[config.mk]
export PLATFORM = sky130hd
export DESIGN_NAME = bfm_apb_bridge_mux_flat
export DESIGN_NICKNAME = d
export VERILOG_FILES = /design/src/rtl/bfm_apb_bridge_mux_if.sv /design/src/rtl/bfm_apb_bridge_mux.sv /design/src/flat_wrapper.sv
export SDC_FILE = /design/constraint.sdc
export NUM_CORES = 1
export LEC_CHECK = 0
export CAP_MARGIN = 25
export CORE_AREA = 4 4 284 286
export CTS_CLUSTER_SIZE = 28
export DETAILED_ROUTE_END_ITERATION = 12
export DIE_AREA = 0 0 288 290
export SETUP_SLACK_MARGIN = 0.15
export SLEW_MARGIN = 0
export SYNTH_ARGS = -nofsm -noshare
export SYNTH_HDL_FRONTEND = slang
export SYNTH_SLANG_ARGS = --single-unit
export TNS_END_PERCENT = 20
[constraint.sdc]
create_clock -name PCLK -period 2.1 [get_ports PCLK]
set_input_delay 0.42 -clock PCLK [delete_from_list [all_inputs] [get_ports PCLK]]
set_output_delay 0.42 -clock PCLK [all_outputs]
set_load 0.005 [all_outputs]
[src/rtl/bfm_apb_bridge_mux_if.sv]
// Bus bundle for bfm_apb_bridge_mux: one upstream APB3 port and NSLAVES downstream APB ports.
// The bridge takes the slave modport; the master model and slave models take the master modport.
interface bfm_apb_bridge_mux_if #(
  parameter int unsigned NSLAVES = 16,
  parameter int unsigned AWIDTH  = 32,
  parameter int unsigned DWIDTH  = 32
);
  // Upstream (from the APB master model)
  logic                      PSEL_PM;
  logic [AWIDTH-1:0]         PADDR_PM;
  logic                      PWRITE_PM;
  logic                      PENABLE_PM;
  logic [DWIDTH-1:0]         PWDATA_PM;
  logic [DWIDTH-1:0]         PRDATA_PM;
  logic                      PREADY_PM;
  logic                      PSLVERR_PM;

  // Downstream (towards the slave models); address/data/control are shared by all slots
  logic [NSLAVES-1:0]        PSEL_SC;
  logic [AWIDTH-1:0]         PADDR_SC;
  logic                      PWRITE_SC;
  logic                      PENABLE_SC;
  logic [DWIDTH-1:0]         PWDATA_SC;
  logic [NSLAVES*DWIDTH-1:0] PRDATA_SC;
  logic [NSLAVES-1:0]        PREADY_SC;
  logic [NSLAVES-1:0]        PSLVERR_SC;

  modport master (
    output PSEL_PM, PADDR_PM, PWRITE_PM, PENABLE_PM, PWDATA_PM,
    input  PRDATA_PM, PREADY_PM, PSLVERR_PM,
    input  PSEL_SC, PADDR_SC, PWRITE_SC, PENABLE_SC, PWDATA_SC,
    output PRDATA_SC, PREADY_SC, PSLVERR_SC
  );

  modport slave (
    input  PSEL_PM, PADDR_PM, PWRITE_PM, PENABLE_PM, PWDATA_PM,
    output PRDATA_PM, PREADY_PM, PSLVERR_PM,
    output PSEL_SC, PADDR_SC, PWRITE_SC, PENABLE_SC, PWDATA_SC,
    input  PRDATA_SC, PREADY_SC, PSLVERR_SC
  );
endinterface

[src/rtl/bfm_apb_bridge_mux.sv]
// APB3 upstream port bridged to NSLAVES downstream APB ports, slot decoded from address bits.
// Optional ACCESS-phase watchdog is built in when BFM_APB_TIMEOUT_EN is defined.
module bfm_apb_bridge_mux #(
  parameter int unsigned NSLAVES    = 16,
  parameter int unsigned DEC_LSB    = 24,
  parameter int unsigned AWIDTH     = 32,
  parameter int unsigned DWIDTH     = 32,
  parameter logic [15:0] SLAVE_MASK = 16'hFFFF,
  parameter int unsigned TIMEOUT    = 255
) (
  input logic                 PCLK,
  input logic                 PRESETN,
  bfm_apb_bridge_mux_if.slave bus
);

  typedef enum logic [1:0] {StIdle, StSetup, StAccess, StResp} state_e;

  state_e              r_state, w_state_d;
  logic                r_penable_prev;
  logic [3:0]          r_slot, w_slot_d;

  logic [NSLAVES-1:0]  r_psel_sc, w_psel_sc_d;
  logic                r_penable_sc, w_penable_sc_d;
  logic                r_pwrite_sc, w_pwrite_sc_d;
  logic [AWIDTH-1:0]   r_paddr_sc, w_paddr_sc_d;
  logic [DWIDTH-1:0]   r_pwdata_sc, w_pwdata_sc_d;

  logic                r_pready_pm, w_pready_pm_d;
  logic                r_pslverr_pm, w_pslverr_pm_d;
  logic [DWIDTH-1:0]   r_prdata_pm, w_prdata_pm_d;

  logic [3:0]          w_dec_slot;
  logic                w_start;
  logic                w_mapped;
  logic [NSLAVES-1:0]  w_dec_onehot;
  logic                w_sel_ready;
  logic                w_sel_err;
  logic [DWIDTH-1:0]   w_sel_rdata;
  logic                w_timeout;
  logic                w_release;

  assign w_dec_slot = bus.PADDR_PM[DEC_LSB +: 4];
  assign w_start    = bus.PSEL_PM & bus.PENABLE_PM & ~r_penable_prev;
  assign w_mapped   = (32'(w_dec_slot) < NSLAVES) && SLAVE_MASK[w_dec_slot];

  // Decode of the incoming slot and mux of the captured slot's response
  always_comb begin
    w_dec_onehot = '0;
    w_sel_ready  = 1'b0;
    w_sel_err    = 1'b0;
    w_sel_rdata  = '0;
    for (int n = 0; n < NSLAVES; n++) begin
      if (w_dec_slot == 4'(n)) begin
        w_dec_onehot[n] = 1'b1;
      end
      if (r_slot == 4'(n)) begin
        w_sel_ready = bus.PREADY_SC[n];
        w_sel_err   = bus.PSLVERR_SC[n];
        w_sel_rdata = bus.PRDATA_SC[n*DWIDTH +: DWIDTH];
      end
    end
  end

`ifdef BFM_APB_TIMEOUT_EN
  logic [15:0] r_tcnt, w_tcnt_d;

  // Firing on the count that would reach TIMEOUT gives exactly TIMEOUT unready ACCESS cycles
  assign w_timeout = (r_tcnt == 16'(TIMEOUT - 1));

  always_comb begin
    w_tcnt_d = r_tcnt;
    if (r_state == StSetup) begin
      w_tcnt_d = '0;
    end else if ((r_state == StAccess) && !w_sel_ready) begin
      w_tcnt_d = r_tcnt + 16'd1;
    end
  end

  always_ff @(posedge PCLK or negedge PRESETN) begin
    if (!PRESETN) begin
      r_tcnt <= '0;
    end else begin
      r_tcnt <= w_tcnt_d;
    end
  end
`else
  logic w_unused_timeout;

  assign w_timeout        = 1'b0;
  assign w_unused_timeout = ^TIMEOUT;
`endif

  always_comb begin
    w_state_d      = r_state;
    w_slot_d       = r_slot;
    w_psel_sc_d    = r_psel_sc;
    w_penable_sc_d = r_penable_sc;
    w_pwrite_sc_d  = r_pwrite_sc;
    w_paddr_sc_d   = r_paddr_sc;
    w_pwdata_sc_d  = r_pwdata_sc;
    w_pready_pm_d  = 1'b0;
    w_pslverr_pm_d = 1'b0;
    w_prdata_pm_d  = '0;
    w_release      = 1'b0;

    unique case (r_state)
      StIdle: begin
        if (w_start) begin
          w_slot_d = w_dec_slot;
          if (w_mapped) begin
            w_state_d     = StSetup;
            w_psel_sc_d   = w_dec_onehot;
            w_paddr_sc_d  = bus.PADDR_PM;
            w_pwdata_sc_d = bus.PWDATA_PM;
            w_pwrite_sc_d = bus.PWRITE_PM;
          end else begin
            w_state_d      = StResp;
            w_pready_pm_d  = 1'b1;
            w_pslverr_pm_d = 1'b1;
          end
        end
      end
      StSetup: begin
        w_state_d      = StAccess;
        w_penable_sc_d = 1'b1;
      end
      StAccess: begin
        if (w_sel_ready) begin
          w_state_d      = StResp;
          w_release      = 1'b1;
          w_pready_pm_d  = 1'b1;
          w_pslverr_pm_d = w_sel_err;
          w_prdata_pm_d  = r_pwrite_sc ? '0 : w_sel_rdata;
        end else if (w_timeout) begin
          w_state_d      = StResp;
          w_release      = 1'b1;
          w_pready_pm_d  = 1'b1;
          w_pslverr_pm_d = 1'b1;
        end
      end
      StResp: begin
        w_state_d = StIdle;
      end
    endcase

    if (w_release) begin
      w_psel_sc_d    = '0;
      w_penable_sc_d = 1'b0;
      w_pwrite_sc_d  = 1'b0;
      w_paddr_sc_d   = '0;
      w_pwdata_sc_d  = '0;
    end
  end

  always_ff @(posedge PCLK or negedge PRESETN) begin
    if (!PRESETN) begin
      r_state        <= StIdle;
      r_penable_prev <= 1'b0;
      r_slot         <= '0;
      r_psel_sc      <= '0;
      r_penable_sc   <= 1'b0;
      r_pwrite_sc    <= 1'b0;
      r_paddr_sc     <= '0;
      r_pwdata_sc    <= '0;
      r_pready_pm    <= 1'b0;
      r_pslverr_pm   <= 1'b0;
      r_prdata_pm    <= '0;
    end else begin
      r_state        <= w_state_d;
      r_penable_prev <= bus.PENABLE_PM;
      r_slot         <= w_slot_d;
      r_psel_sc      <= w_psel_sc_d;
      r_penable_sc   <= w_penable_sc_d;
      r_pwrite_sc    <= w_pwrite_sc_d;
      r_paddr_sc     <= w_paddr_sc_d;
      r_pwdata_sc    <= w_pwdata_sc_d;
      r_pready_pm    <= w_pready_pm_d;
      r_pslverr_pm   <= w_pslverr_pm_d;
      r_prdata_pm    <= w_prdata_pm_d;
    end
  end

  assign bus.PSEL_SC    = r_psel_sc;
  assign bus.PENABLE_SC = r_penable_sc;
  assign bus.PWRITE_SC  = r_pwrite_sc;
  assign bus.PADDR_SC   = r_paddr_sc;
  assign bus.PWDATA_SC  = r_pwdata_sc;
  assign bus.PREADY_PM  = r_pready_pm;
  assign bus.PSLVERR_PM = r_pslverr_pm;
  assign bus.PRDATA_PM  = r_prdata_pm;

endmodule

[src/flat_wrapper.sv]
// flat-port wrapper written by rule: the top's interface ports become plain ports
module bfm_apb_bridge_mux_flat 
#(
  parameter int unsigned NSLAVES    = 16,
  parameter int unsigned DEC_LSB    = 24,
  parameter int unsigned AWIDTH     = 32,
  parameter int unsigned DWIDTH     = 32,
  parameter logic [15:0] SLAVE_MASK = 16'hFFFF,
  parameter int unsigned TIMEOUT    = 255
)
  (PCLK, PRESETN, bus_PSEL_PM, bus_PADDR_PM, bus_PWRITE_PM, bus_PENABLE_PM, bus_PWDATA_PM, bus_PRDATA_PM, bus_PREADY_PM, bus_PSLVERR_PM, bus_PSEL_SC, bus_PADDR_SC, bus_PWRITE_SC, bus_PENABLE_SC, bus_PWDATA_SC, bus_PRDATA_SC, bus_PREADY_SC, bus_PSLVERR_SC);
  bfm_apb_bridge_mux_if #(.NSLAVES(NSLAVES), .AWIDTH(AWIDTH), .DWIDTH(DWIDTH)) bus_i ();
  input logic PCLK;
  input logic PRESETN;
  input wire logic [$bits(bus_i.PSEL_PM)-1:0] bus_PSEL_PM;
  input wire logic [$bits(bus_i.PADDR_PM)-1:0] bus_PADDR_PM;
  input wire logic [$bits(bus_i.PWRITE_PM)-1:0] bus_PWRITE_PM;
  input wire logic [$bits(bus_i.PENABLE_PM)-1:0] bus_PENABLE_PM;
  input wire logic [$bits(bus_i.PWDATA_PM)-1:0] bus_PWDATA_PM;
  output wire logic [$bits(bus_i.PRDATA_PM)-1:0] bus_PRDATA_PM;
  output wire logic [$bits(bus_i.PREADY_PM)-1:0] bus_PREADY_PM;
  output wire logic [$bits(bus_i.PSLVERR_PM)-1:0] bus_PSLVERR_PM;
  output wire logic [$bits(bus_i.PSEL_SC)-1:0] bus_PSEL_SC;
  output wire logic [$bits(bus_i.PADDR_SC)-1:0] bus_PADDR_SC;
  output wire logic [$bits(bus_i.PWRITE_SC)-1:0] bus_PWRITE_SC;
  output wire logic [$bits(bus_i.PENABLE_SC)-1:0] bus_PENABLE_SC;
  output wire logic [$bits(bus_i.PWDATA_SC)-1:0] bus_PWDATA_SC;
  input wire logic [$bits(bus_i.PRDATA_SC)-1:0] bus_PRDATA_SC;
  input wire logic [$bits(bus_i.PREADY_SC)-1:0] bus_PREADY_SC;
  input wire logic [$bits(bus_i.PSLVERR_SC)-1:0] bus_PSLVERR_SC;
  assign bus_i.PSEL_PM = bus_PSEL_PM;
  assign bus_i.PADDR_PM = bus_PADDR_PM;
  assign bus_i.PWRITE_PM = bus_PWRITE_PM;
  assign bus_i.PENABLE_PM = bus_PENABLE_PM;
  assign bus_i.PWDATA_PM = bus_PWDATA_PM;
  assign bus_PRDATA_PM = bus_i.PRDATA_PM;
  assign bus_PREADY_PM = bus_i.PREADY_PM;
  assign bus_PSLVERR_PM = bus_i.PSLVERR_PM;
  assign bus_PSEL_SC = bus_i.PSEL_SC;
  assign bus_PADDR_SC = bus_i.PADDR_SC;
  assign bus_PWRITE_SC = bus_i.PWRITE_SC;
  assign bus_PENABLE_SC = bus_i.PENABLE_SC;
  assign bus_PWDATA_SC = bus_i.PWDATA_SC;
  assign bus_i.PRDATA_SC = bus_PRDATA_SC;
  assign bus_i.PREADY_SC = bus_PREADY_SC;
  assign bus_i.PSLVERR_SC = bus_PSLVERR_SC;
  bfm_apb_bridge_mux #(.NSLAVES(NSLAVES), .DEC_LSB(DEC_LSB), .AWIDTH(AWIDTH), .DWIDTH(DWIDTH), .SLAVE_MASK(SLAVE_MASK), .TIMEOUT(TIMEOUT)) u_core (.PCLK(PCLK), .PRESETN(PRESETN), .bus(bus_i));
endmodule
==> impl_metrics.py <==
metrics = {
    "clock_tree": {
        "cts.sink_count": 123,
        "cts_buffers": 17,
        "clock_path_buffers": 2,
        "cts_tree": "done",
        "htreeDepth": 4,
        "root_buffer": "clkbuf_16",
        "clock_latency_ns": 0.49,
        "path_clk_slew_ns": 0.07,
    },
    "logic_synthesis": {
        "synthTopCellsByCount": "nand2_1 (220), dfrtp_1 (123), a21oi_1 (98)",
        "synth_nets": 1856,
        "ys_top_cells_by_area": "dfrtp_1 (30%), nand2_1 (8.1%), mux2i_1 (5.4%), a21oi_2 (5.2%), a21oi_1 (4.8%)",
        "synth_edf_count": 0,
        "ys_types": 60,
        "synth.most_common_cell": "nand2_1",
        "ys_seq_elements": 123,
        "synth_largest_area_cell": "dfrtp_1",
        "synth_area_per_cell_um2": 8.254,
        "ys.warnings.count": 0,
        "async_flop_share": 1.000,
        "yosysTopAreaCellShare": 0.3007,
        "ys_seq_area_frac": 0.3007,
        "synthCells": 1240,
        "netlist_area_um2": 10230,
        "synth_flop_cell": "dfrtp_1",
    },
    "global_routing": {
        "grt_max_degree": 47,
        "grt_pass1_vias": 14140,
        "grt_antenna_before_repair": 13,
        "grt_util_all_layers": 0.1826,
        "grt_overflow": 0,
        "grt_pass1_wl_mm": 107.8,
    },
    "layout": {
        "multi_input_area_um2": 6865,
        "areaGrowthSynthToFinish_pct": 108.5,
        "regArea_um2": 3093,
        "nets": 2672,
        "final_area_um2": 21340,
        "stdcell_count": 3124,
        "fillers": 8536,
        "drive_gt1_frac": 0.1991,
    },
    "sta": {
        "slew_headroom": 0.5833,
        "hold_viol_final": 0,
        "max_freq_mhz": 423.4,
        "worst_pin_slew_ns": 0.6250,
        "setup_violations": 116,
        "rsz0062_at_grt": "yes",
        "drv_slew": 0,
        "fin_crit_ns": 2.362,
        "fin_skew_ns": 0.02947,
        "layout_setup_ws_ns": -0.2617,
        "whs_ns": 0.4387,
        "fin_crit_sh": 1.125,
    },
    "worst_setup_path": {
        "crit_path_end_kind": "flip-flop",
        "crit_type": "reg -> reg",
        "slowest_delay_ns": 0.52,
        "slowest_stage": "dfrtp_4",
        "cp.arrival_ns": 2.69,
        "path_cells": "buf_12 -> mux2_4 -> a222oi_1 -> buf_4 -> nand3_4 -> o211ai_4 -> buf_8 -> buf_12 -> a311oi_2",
        "critPathMostFrequentCell": "buf_12",
        "cp_data_required_time_ns": 2.43,
        "cp_max_fo": 8,
        "crit_path_start_kind": "flip-flop",
    },
    "placement": {
        "dpl.hpwl_mm": 65.28,
        "gp_congestion": 0.9925,
        "place_area_um2": 20120,
        "portBuffers": 728,
        "place_inst": 3071,
    },
    "floorplanning": {
        "die_area_um2": 83520,
        "floorplan.initialDensity": 0.1306,
        "num_rows": 103,
        "chipHeight_um": 290,
        "core_um2": 78360,
        "die_x_um": 288,
        "io_pins": 729,
    },
    "power_and_ir_drop": {
        "pwr-share-seq": 0.137,
        "p_comb_frac": 0.738,
        "switching_share": 0.4625,
        "clockPowerShare": 0.125,
        "intPower_w": 0.01372,
        "finalPower_w": 0.02554,
        "p_per_area_nw_per_um2": 1196,
        "switchingPower_w": 0.01181,
        "ir_drop_mv": 0.5681,
        "leakagePower_nw": 8.093,
    },
    "status": {
        "outcome": "finished, violations left",
        "failed_checks": "negative setup slack",
    },
    "detailed_routing": {
        "vias": 13630,
        "drc": 0,
        "routed_wl_mm": 80.27,
        "drt_iter0_drc": 884,
        "vias_per_cell": 4.364,
        "wl_per_cell_um": 25.69,
        "ant_nets": 0,
        "firstDrtPassIters": 5,
    },
    "min_path": {
        "hold_path.class": "in -> async",
    },
    "flow_run": {
        "drv_cap": 0,
    },
}
==> power groups by stage <==
stage	combinational [W]	sequential (W)	clock, W
after floorplan	0.00803	0.00342	0
after global placement	0.0175	0.00354	0
after detailed placement	0.0175	0.00354	0
after CTS	0.0185	0.00352	0.00334
after global routing	0.0201	0.00359	0.00341
final	0.0189	0.00350	0.00318
==> layout make-up <==
| type | instances | share of cell area |
|---|---|---|
| antenna | 5 | 0.0005862 |
| clock buffer | 21 | 0.02157 |
| clock inverter | 11 | 0.006214 |
| inverter | 13 | 0.002286 |
| multi-input combinational | 975 | 0.3217 |
| sequential | 123 | 0.1449 |
| tap | 1050 | 0.06155 |
| timing repair buffer | 926 | 0.4412 |
==> worst max-delay path, delay by kind of cell, from the launching register on <==
kind | cells | cell delay, ns
AOI/OAI and AO/OA | 3 | 0.55
and+or+nand+nor | 1 | 0.09
buffers and inverters | 4 | 0.71
DFF | 1 | 0.52
muxes | 1 | 0.30
==> logic make-up after synthesis <==
group / synth area share
AO/OA/AOI/OAI: 0.3180
adder cells (fa/ha/maj): 0.003668
buffers and inverters: 0.06871
flip-flops: 0.3007
multiplexers: 0.1341
AND/OR/NAND/NOR: 0.1748
==> cell usage in the layout, fill, tap and decap left out, types with 11 or more instances in the layout <==
cell type and n:
clkdlybuf4s50_1 725, o2bb2ai_1 16, nand3_1 21, o22ai_1 35, nand2_1 219, inv_1 11, mux2i_1 55, buf_4 145
clkbuf_16 19, a21oi_2 72, o21ai_0 56, nor2_1 67, dfrtp_1 119, o21a_1 14, nand2b_1 18, nor2b_1 13
mux2_2 33, mux4_2 19, a22oi_1 33, a31oi_1 15, buf_12 40, a21o_1 18, a22o_1 11, a21oi_1 84
o221ai_1 16
==> sequential cells by signal, indices dropped and copies added, names as in the netlist <==
| signal | cells |
|---|---|
| u_core.bus.PENABLE_SC | 1 |
| u_core.r_state | 2 |
| u_core.bus.PWDATA_SC | 32 |
| u_core.r_slot | 4 |
| u_core.bus.PSEL_SC | 16 |
| u_core.bus.PREADY_PM | 1 |
| u_core.bus.PWRITE_SC | 1 |
| u_core.bus.PADDR_SC | 32 |
| u_core.bus.PRDATA_PM | 32 |
| u_core.bus.PSLVERR_PM | 1 |
| u_core.r_penable_prev | 1 |
==> stage by stage <==
| stage | worst slack (ns) | setup TNS [ns] | utilization |
|---|---|---|---|
| after floorplan | 0.1561 | 0 | - |
| after detailed placement | -0.5788 | -60.54 | 0.2567 |
| after global placement | -0.5705 | -58.57 | 0.2567 |
| after CTS | -0.2563 | -20.49 | 0.2689 |
| after global routing | -0.3123 | -26.76 | 0.2723 |
| final | -0.2617 | -19.39 | 0.2724 |
==> per-layer routing <==
layer	share of wire	global-route usage
met3	0.079	0.04383
met1	0.42	0.2313
met5	0.00040	0
met4	0.033	0.06533
met2	0.46	0.3016
==> worst paths after layout <==
path                            cells past startpoint                  endpoint  slack [ns]                   from
min in group PCLK                                   1     u_core.r_penable_prev        0.47         bus_PENABLE_PM
worst min register to register                      2     u_core.bus.PENABLE_SC        0.50  u_core.bus.PENABLE_SC
worst max register to register                      9  u_core.bus.PRDATA_PM[15]       -0.26       u_core.r_slot[0]
worst min-delay path                                2   u_core.bus.PWDATA_SC[4]        0.44                PRESETN
worst max-delay path                                9  u_core.bus.PRDATA_PM[15]       -0.26       u_core.r_slot[0]
max in group asynchronous                           3  u_core.bus.PRDATA_PM[28]        1.04                PRESETN
==> repair_timing <==
action | CTS | global route
hold buffers | 1 | 0
pin swaps | 4 | 8
gates resized for setup | 47 | 29
cloned | 3 | 2
setup endpoints to repair | 120 | 118
buffers inserted | 6 | 4
endpoints found under the hold margin | 27 | 0
(Power assumes the default switching activity.)
